<file path="config.mk">
export PLATFORM = sky130hd
export DESIGN_NAME = mem_ctrl
export DESIGN_NICKNAME = d
export VERILOG_FILES = /design/src/rtl/mem_ctrl_pkg.sv /design/src/rtl/mem_ctrl.sv
export SDC_FILE = /design/constraint.sdc
export NUM_CORES = 1
export LEC_CHECK = 0
export ABC_AREA = 1
export CORE_ASPECT_RATIO = 1.1
export CORE_MARGIN = 8
export CORE_UTILIZATION = 46
export CTS_CLUSTER_DIAMETER = 80
export CTS_CLUSTER_SIZE = 14
export DETAILED_ROUTE_END_ITERATION = 16
export GPL_ROUTABILITY_DRIVEN = 0
export GPL_TIMING_DRIVEN = 0
export PLACE_DENSITY = 0.76
export SLEW_MARGIN = 10
export SYNTH_ARGS = -nofsm -noshare
export SYNTH_HDL_FRONTEND = slang
export SYNTH_SLANG_ARGS = --single-unit
</file>
<file path="constraint.sdc">
create_clock -name clk -period 2.1 [get_ports clk]
set_input_delay 0.42 -clock clk [delete_from_list [all_inputs] [get_ports clk]]
set_output_delay 0.42 -clock clk [all_outputs]
set_load 0.01 [all_outputs]
</file>
<file path="src/rtl/mem_ctrl_pkg.sv">
// ============================================================================
// Module : mem_ctrl_pkg
// Brief  : Shared types and constants for the byte-serial memory controller.
// Rev    : 1.0  initial release
// ============================================================================
`default_nettype none

package mem_ctrl_pkg;

    typedef enum logic [1:0] {
        ST_IDLE  = 2'd0,
        ST_READ  = 2'd1,
        ST_WRITE = 2'd2
    } state_t;

    typedef enum logic {
        OWN_IF  = 1'b0,
        OWN_MEM = 1'b1
    } owner_t;

    localparam logic [3:0] C_SIZE_WORD = 4'd0;
    localparam logic [3:0] C_SIZE_HALF = 4'd2;
    localparam logic [3:0] C_SIZE_BYTE = 4'd3;

    // Code 0 and any code outside the defined range store a full word.
    function automatic logic [2:0] store_bytes(input logic [3:0] code);
        if (code == C_SIZE_WORD || code >= 4'd4)
            return 3'd4;
        else
            return 3'(4'd4 - code);
    endfunction

endpackage

`default_nettype wire

</file>
<file path="src/rtl/mem_ctrl.sv">
// ============================================================================
// Module : mem_ctrl
// Brief  : Arbitrates IF fetches and MEM loads/stores onto an 8-bit RAM bus.
// Rev    : 1.0  initial release
// ============================================================================
`default_nettype none

module mem_ctrl
    import mem_ctrl_pkg::*;
#(
    parameter int ADDR_WIDTH = 32,
    parameter int READ_BYTES = 4
) (
    input  logic                  clk,
    input  logic                  rst,
    input  logic                  if_req_i,
    input  logic [ADDR_WIDTH-1:0] if_addr_i,
    output logic [31:0]           if_data_o,
    output logic                  if_done_o,
    input  logic                  mem_r_req_i,
    input  logic                  mem_w_req_i,
    input  logic [ADDR_WIDTH-1:0] mem_addr_i,
    input  logic [31:0]           mem_w_data_i,
    input  logic [3:0]            mem_buffer_pointer_i,
    output logic [31:0]           mem_r_data_o,
    output logic                  mem_done_o,
    input  logic [7:0]            ram_din_i,
    output logic [7:0]            ram_dout_o,
    output logic [ADDR_WIDTH-1:0] ram_a_o,
    output logic                  ram_wr_o
);

    localparam logic [2:0] C_READ_LAST = 3'(READ_BYTES);

    state_t                r_state,   w_state;
    owner_t                r_owner,   w_owner;
    logic [2:0]            r_cnt,     w_cnt;
    logic [2:0]            r_len,     w_len;
    logic [ADDR_WIDTH-1:0] r_addr,    w_addr;
    logic [31:0]           r_wdata,   w_wdata;
    logic [31:0]           r_rbuf,    w_rbuf;
    logic [ADDR_WIDTH-1:0] r_ram_a,   w_ram_a;
    logic [7:0]            r_ram_dout, w_ram_dout;
    logic                  r_ram_wr,  w_ram_wr;
    logic                  r_if_done, w_if_done;
    logic                  r_mem_done, w_mem_done;
    logic [31:0]           r_if_data, w_if_data;
    logic [31:0]           r_mem_data, w_mem_data;
    logic [31:0]           w_wshift;

    assign w_wshift = r_wdata >> {r_cnt, 3'b000};

    always_comb begin
        w_state    = r_state;
        w_owner    = r_owner;
        w_cnt      = r_cnt;
        w_len      = r_len;
        w_addr     = r_addr;
        w_wdata    = r_wdata;
        w_rbuf     = r_rbuf;
        w_ram_a    = '0;
        w_ram_dout = '0;
        w_ram_wr   = 1'b0;
        w_if_done  = 1'b0;
        w_mem_done = 1'b0;
        w_if_data  = r_if_data;
        w_mem_data = r_mem_data;

        case (r_state)
            ST_IDLE: begin
                // Requesters still hold their request during the done cycle.
                if (!(r_if_done || r_mem_done)) begin
                    if (mem_w_req_i) begin
                        w_state    = ST_WRITE;
                        w_owner    = OWN_MEM;
                        w_addr     = mem_addr_i;
                        w_wdata    = mem_w_data_i;
                        w_len      = store_bytes(mem_buffer_pointer_i);
                        w_cnt      = 3'd1;
                        w_ram_a    = mem_addr_i;
                        w_ram_dout = mem_w_data_i[7:0];
                        w_ram_wr   = 1'b1;
                    end else if (mem_r_req_i) begin
                        w_state = ST_READ;
                        w_owner = OWN_MEM;
                        w_addr  = mem_addr_i;
                        w_cnt   = 3'd0;
                        w_ram_a = mem_addr_i;
                    end else if (if_req_i) begin
                        w_state = ST_READ;
                        w_owner = OWN_IF;
                        w_addr  = if_addr_i;
                        w_cnt   = 3'd0;
                        w_ram_a = if_addr_i;
                    end
                end
            end

            ST_WRITE: begin
                if (r_cnt < r_len) begin
                    w_ram_a    = r_addr + ADDR_WIDTH'(r_cnt);
                    w_ram_dout = w_wshift[7:0];
                    w_ram_wr   = 1'b1;
                    w_cnt      = r_cnt + 3'd1;
                end else begin
                    w_mem_done = 1'b1;
                    w_state    = ST_IDLE;
                    w_cnt      = 3'd0;
                end
            end

            ST_READ: begin
                if (r_owner == OWN_IF && !if_req_i) begin
                    w_state = ST_IDLE;
                    w_cnt   = 3'd0;
                end else begin
                    // r_cnt counts cycles since T+1; byte r_cnt-1 is on ram_din_i now.
                    if (r_cnt != 3'd0)
                        w_rbuf = {ram_din_i, r_rbuf[31:8]};
                    if (r_cnt < C_READ_LAST - 3'd1)
                        w_ram_a = r_addr + ADDR_WIDTH'(r_cnt + 3'd1);
                    w_cnt = r_cnt + 3'd1;
                    if (r_cnt == C_READ_LAST) begin
                        w_state = ST_IDLE;
                        w_cnt   = 3'd0;
                        if (r_owner == OWN_IF) begin
                            w_if_done = 1'b1;
                            w_if_data = w_rbuf;
                        end else begin
                            w_mem_done = 1'b1;
                            w_mem_data = w_rbuf;
                        end
                    end
                end
            end

            default: begin
                w_state = ST_IDLE;
                w_cnt   = 3'd0;
            end
        endcase
    end

    always_ff @(posedge clk) begin
        if (rst) begin
            r_state    <= ST_IDLE;
            r_owner    <= OWN_IF;
            r_cnt      <= '0;
            r_len      <= '0;
            r_addr     <= '0;
            r_wdata    <= '0;
            r_rbuf     <= '0;
            r_ram_a    <= '0;
            r_ram_dout <= '0;
            r_ram_wr   <= 1'b0;
            r_if_done  <= 1'b0;
            r_mem_done <= 1'b0;
            r_if_data  <= '0;
            r_mem_data <= '0;
        end else begin
            r_state    <= w_state;
            r_owner    <= w_owner;
            r_cnt      <= w_cnt;
            r_len      <= w_len;
            r_addr     <= w_addr;
            r_wdata    <= w_wdata;
            r_rbuf     <= w_rbuf;
            r_ram_a    <= w_ram_a;
            r_ram_dout <= w_ram_dout;
            r_ram_wr   <= w_ram_wr;
            r_if_done  <= w_if_done;
            r_mem_done <= w_mem_done;
            r_if_data  <= w_if_data;
            r_mem_data <= w_mem_data;
        end
    end

    assign if_data_o    = r_if_data;
    assign if_done_o    = r_if_done;
    assign mem_r_data_o = r_mem_data;
    assign mem_done_o   = r_mem_done;
    assign ram_dout_o   = r_ram_dout;
    assign ram_a_o      = r_ram_a;
    assign ram_wr_o     = r_ram_wr;

endmodule

`default_nettype wire

</file>
Yosys cells after proc, flatten, opt, wreduce, memory -nomap -nowiden

Index checks and enable logic that the tools add are counted.

$add $sub $neg: 5
$lt $le $gt $ge: 3
Equal/unequal tests: 7
Shift-type cells: 1
Mux-type cells: 46
Bitwise operators: 5
Reductions and logical operators: 16

Operator list:

| operator              | number |
|---|---|
| $mux W32              | 11 |
| $pmux W32 S3          | 1 |
| $add A32 B3 Y32       | 1 |
| $add A32 B4 Y32       | 1 |
| $shr A32 B6 Y8        | 1 |
| $mux W3               | 8 |
| $mux W8               | 3 |
| $pmux W8 S2           | 1 |
| $mux W2               | 7 |
| $reduce_and A4 Y1     | 3 |
| $mux W1               | 11 |
| $pmux W3 S3           | 1 |
| $pmux W2 S3           | 1 |
| $reduce_and A3 Y1     | 2 |
| $reduce_bool A3 Y1    | 2 |
| $not A1 Y1            | 5 |
| $add A3 B1 Y4 const B | 1 |
| $ge A4 B3 Y1 const B  | 1 |
| $logic_not A4 Y1      | 1 |
| $ne A2 B2 Y1 const B  | 2 |
| $ne A4 B4 Y1 const B  | 1 |
| $pmux W1 S2           | 2 |
| $reduce_and A2 Y1     | 2 |
| $reduce_or A4 Y1      | 1 |
| 12 further kinds      | 13 |

Bits in registers: 212
Input bits: 113
Output and inout port bits: 107
Word-level logic and storage cells: 97

Longest topological paths before layout

Depth after elaboration: 5
Mapped depth: 14
Mapped depth without buffers: 13

Least setup slack after synthesis

OpenSTA, ideal clock, no wires.

Path kind: register -> register
From: register r_cnt[0]
To: register r_ram_a[28] (netlist: ram_a_o[28])
Setup time: 0.109 ns
Arrival: 2.101 ns
Required time: 1.991 ns
Path slack: -0.110 ns
Cell stages (with the launch flop): 13
Path buffers: 1
Period minus slack after synthesis: 2.210 ns
Cells stage by stage: dfxtp_1 > inv_2 > clkbuf_1 > ha_1 > fa_1 > o21ai_2 > nand2_1 > nor2_1 > nand3_1 > nand3_1 > nand3_1 > nand2_1 > inv_1

Cells in the longest elaborated chain, start to end: 5
Elaborated cells on any way between the ends: 9
Those cells by class: add/sub: 3; order compare: 2; mux: 4

Ends and longest elaborated chain:

| what                   | RTL line        | text |
|---|---|---|
| from (decl)            | mem_ctrl.sv:37  | `logic [2:0] r_cnt, w_cnt;` |
| from (signal assigned) | mem_ctrl.sv:163 | `r_cnt <= w_cnt;` |
| $add A3 B1 Y4          | mem_ctrl.sv:121 | `w_ram_a = r_addr + ADDR_WIDTH'(r_cnt + 3'd1);` |
| $add A32 B4 Y32        | mem_ctrl.sv:121 |  |
| $mux W32               | mem_ctrl.sv:120 | `if (r_cnt < C_READ_LAST - 3'd1)` |
| $mux W32               | mem_ctrl.sv:113 | `if (r_owner == OWN_IF && !if_req_i) begin` |
| $pmux W32 S3 (*)       | mem_ctrl.sv:69  | `case (r_state)` |
| to (signal assigned)   | mem_ctrl.sv:168 | `r_ram_a <= w_ram_a;` |
| to (decl)              | mem_ctrl.sv:42  | `logic [ADDR_WIDTH-1:0] r_ram_a, w_ram_a;` |

Mark *: on every way between the ends. The rest lies on a longest branch, timed or not.
A chain may end at the register's enable or synchronous reset.

Final worst setup path

From: register r_cnt[1]
To: register r_ram_a[24] (netlist: ram_a_o[24])

The elaborated chain is that of the path after synthesis.

==> run summary <==
Final hold viol count -> 0
Ys flop type -> dfxtp_1
Starting Density -> 46.5%
Period Utilization, post-route -> 98.9%
Top-Level Pins -> 220
PD cells -> 792 mW/mm2
Overall power -> 10.8 mW
WP data required -> 2500 ps
Yosys top cell area share -> 41.5%
Multi-input logic area -> 0.00535 mm2
Core area -> 0.0220 mm2
R2R setup slack -> 20 ps
Final-layout fill cell count -> 2004
Post-synth top area cell -> dfxtp_1
Drt total wl -> 35100 um
Cell Area, Synth -> 0.0102 mm2
R2R depth -> 10
Cell Chain, Critical Path -> clkinvlp_4, fa_2, o21ai_4, nand2_4, nor2_4, nand4_1, nand3_1, nand3_1, nand2_1, inv_1
Initial antenna violation count -> 3
Mapped Cells -> 1463
Tmin final -> 2080 ps
Largest net degree at the start of global routing -> 18
Fmax -> 482 MHz
Die width -> 158 um
Hold buffers post-CTS -> 0
RR Startpoint -> r_cnt[1]$_SDFFE_PP0P_
Final setup fails -> 0
Avg Cell Area, Syn -> 6.99 um2
Slew HR -> 36.7%
Rows -> 57
DR vias -> 10925
Most frequent cells in the layout -> nand2_1, clkdlybuf4s50_1, dfxtp_1, a21oi_1, nor2_1
Synth Register Bits -> 212
Sequential cell area -> 0.00425 mm2
IO buf count -> 218
FF-to-FF End -> ram_a_o[24]$_SDFF_PP0_
Yosys cell types -> 40
Final #Nets -> 1841
Chip height -> 172 um
CTS Root Cell -> clkbuf_16
Worst Tran Pin Value -> 946 ps
Routed vias/inst -> 5.43
Count of flip-flops with a built-in enable after synthesis -> 0
Yosys Warn Count -> 0
Clk_lat worst skew -> 500 ps
Design area -> 0.0136 mm2
Area contributors post-synth -> dfxtp_1, nand2_1, a21oi_1
TritonCTS buffer count -> 19
Drc violations -> 0
Area grow syn2layout -> 33.4%
Pleak -> 5.53 nW
Max-cap viol count -> 0
Die area -> 0.0273 mm2
FFs w/ async S/R, synth -> 0%
First-pass GRT wire length -> 53200 um
Setup crit end kind -> flop
Sequential-to-total area share from yosys stat -> 41.5%
Worst IR Drop VDD -> 0.000592 V
Post-route ant nets -> 0
CTS tree -> built
Starting DRT DRC Count -> 882
Net Count, Synth -> 1591
DR WL/cell -> 17.5 um
Worst EP arrival -> 2470 ps
Most common cell after layout, fill and taps aside -> nand2_1
CP max stage delay -> 470 ps
Max FO, Critical Path -> 7
Crit path top cell by count -> nand3_1
CP startpoint kind -> flop
Min-Delay Path Depth -> 4
Hold Path Class -> in -> reg
Fin Hold WS -> 387 ps
H-tree depth -> 1
RSZ-0062 raised after global routing -> true
Hold path endpoint -> r_state[0]$_SDFFE_PP0P_
Slew Viols, Final -> 0
Worst-path clk slew -> 70 ps
Setup Crit Path Kind -> reg -> reg
Vias in the first global route -> 10385
Total gr overflow -> 0
Total Routing Usage GR -> 24.6%
Area post-placement -> 0.0128 mm2
HPWL Detailed -> 26200 um
Setup Skew -> 8.82 ps
CTS Buffer Depth -> 3
Crit-path slowest cell -> fa_2
Layout cells sized above 1 -> 10.1%
1st-pass router iterations -> 8
Clock Sinks -> 212
HP Start -> mem_w_req_i
Status -> finished, final reports clean
-- sequential cells by signal, indices dropped and copies added (netlist names), 2 cells and up --
name          count
if_data_o        32
mem_r_data_o     32
r_addr           32
r_cnt             3
r_len             3
r_rbuf           32
r_state           2
r_wdata          32
ram_a_o          32
ram_dout_o        8
-- where the power goes --
group	total, mW	internal, mW	switching, mW
sequential	4.72	4.42	0.298
combinational	2.83	1.07	1.75
clock	3.26	1.74	1.51
-- logic make-up (layout without fill, tap and decap cells) --
kind of cell               Yosys count  count (layout)  synth area share (%)
buffers and inverters              199             450                  8.09
AOI/OAI and AO/OA                  341             341                  18.6
adders and majority gates           15              15                  1.98
DFF                                212             212                  41.5
muxes                               12              12                  1.17
and+or+nand+nor                    675             675                  27.9
other                                0               2                     0
xor gates and xnor gates             9               9                 0.771
-- routing by layer --
metal	routed length (um)	part of all wire, %	track usage (%)	vias up
li1	-	-	-	5279
met1	13600	39	27.8	5028
met2	16800	48	42.4	507
met3	3150	9.0	6.45	107
met4	1470	4.2	11.6	4
met5	22	0.063	0	-
-- timing repair --
action	in CTS	in global routing
resized for setup	22	48
pin swaps	7	15
setup buffers	7	6
setup endpoints to repair	115	66
cloned	0	0
-- worst max-delay path: cells and delay by family (launching register included) --
kind | cells | cell delay, ps
adder cells (fa/ha/maj) | 1 | 470
AND/OR/NAND/NOR | 6 | 640
flip-flops | 1 | 400
AO/OA/AOI/OAI | 1 | 230
buffers and inverters | 2 | 210
-- cell type report --
| cell class | instances | area share, % |
|---|---|---|
| diodes | 2 | 0.0367 |
| plain buffers | 75 | 2.73 |
| clock buffers | 19 | 3.49 |
| clock inverters | 3 | 0.349 |
| inverters | 122 | 3.40 |
| multi-input cells | 1052 | 39.3 |
| flip-flops and latches | 212 | 31.2 |
| well taps | 295 | 2.71 |
| repair buffers | 231 | 16.8 |
-- Yosys cell counts (6+ instances only) --
| library cell | n |
|---|---|
| buf_2 | 19 |
| nand2_2 | 9 |
| ha_1 | 13 |
| inv_1 | 114 |
| mux2i_1 | 12 |
| buf_4 | 13 |
| a211oi_2 | 14 |
| xor2_1 | 6 |
| nor2_1 | 131 |
| inv_2 | 8 |
| clkbuf_1 | 41 |
| dfxtp_1 | 212 |
| a211oi_1 | 20 |
| nand3_1 | 113 |
| nand2_1 | 383 |
| nand4_1 | 6 |
| nor2_4 | 8 |
| nor2_2 | 10 |
| a21oi_1 | 174 |
| o21ai_0 | 115 |
-- worst max path at each step --
stage	from	endpoint	slack, ps
final	r_cnt[1]$_SDFFE_PP0P_	ram_a_o[24]$_SDFF_PP0_	20
after detailed placement	r_cnt[1]$_SDFFE_PP0P_	ram_a_o[20]$_SDFF_PP0_	-490
after global placement	r_cnt[1]$_SDFFE_PP0P_	ram_a_o[20]$_SDFF_PP0_	-480
after global routing	r_cnt[1]$_SDFFE_PP0P_	ram_a_o[24]$_SDFF_PP0_	-70
after CTS	r_cnt[0]$_SDFFE_PP0P_	ram_a_o[16]$_SDFF_PP0_	5
after floorplan	r_cnt[1]$_SDFFE_PP0P_	ram_a_o[28]$_SDFF_PP0_	-4
-- per-stage QoR --
stage          setup TNS (ps)  util (%)  cells  setup WS, ps
2_1_floorplan           -4.36         -   1463         -4.36
3_3_place_gp           -38610      58.2   1976          -480
3_5_place_dp           -42670      58.2   1976          -493
4_1_cts                     0      61.1   2003          5.19
5_1_grt                  -480      62.1   2010         -73.9
6_report                    0      62.1   2011          23.5
Power figures use the tool's default switching activity.
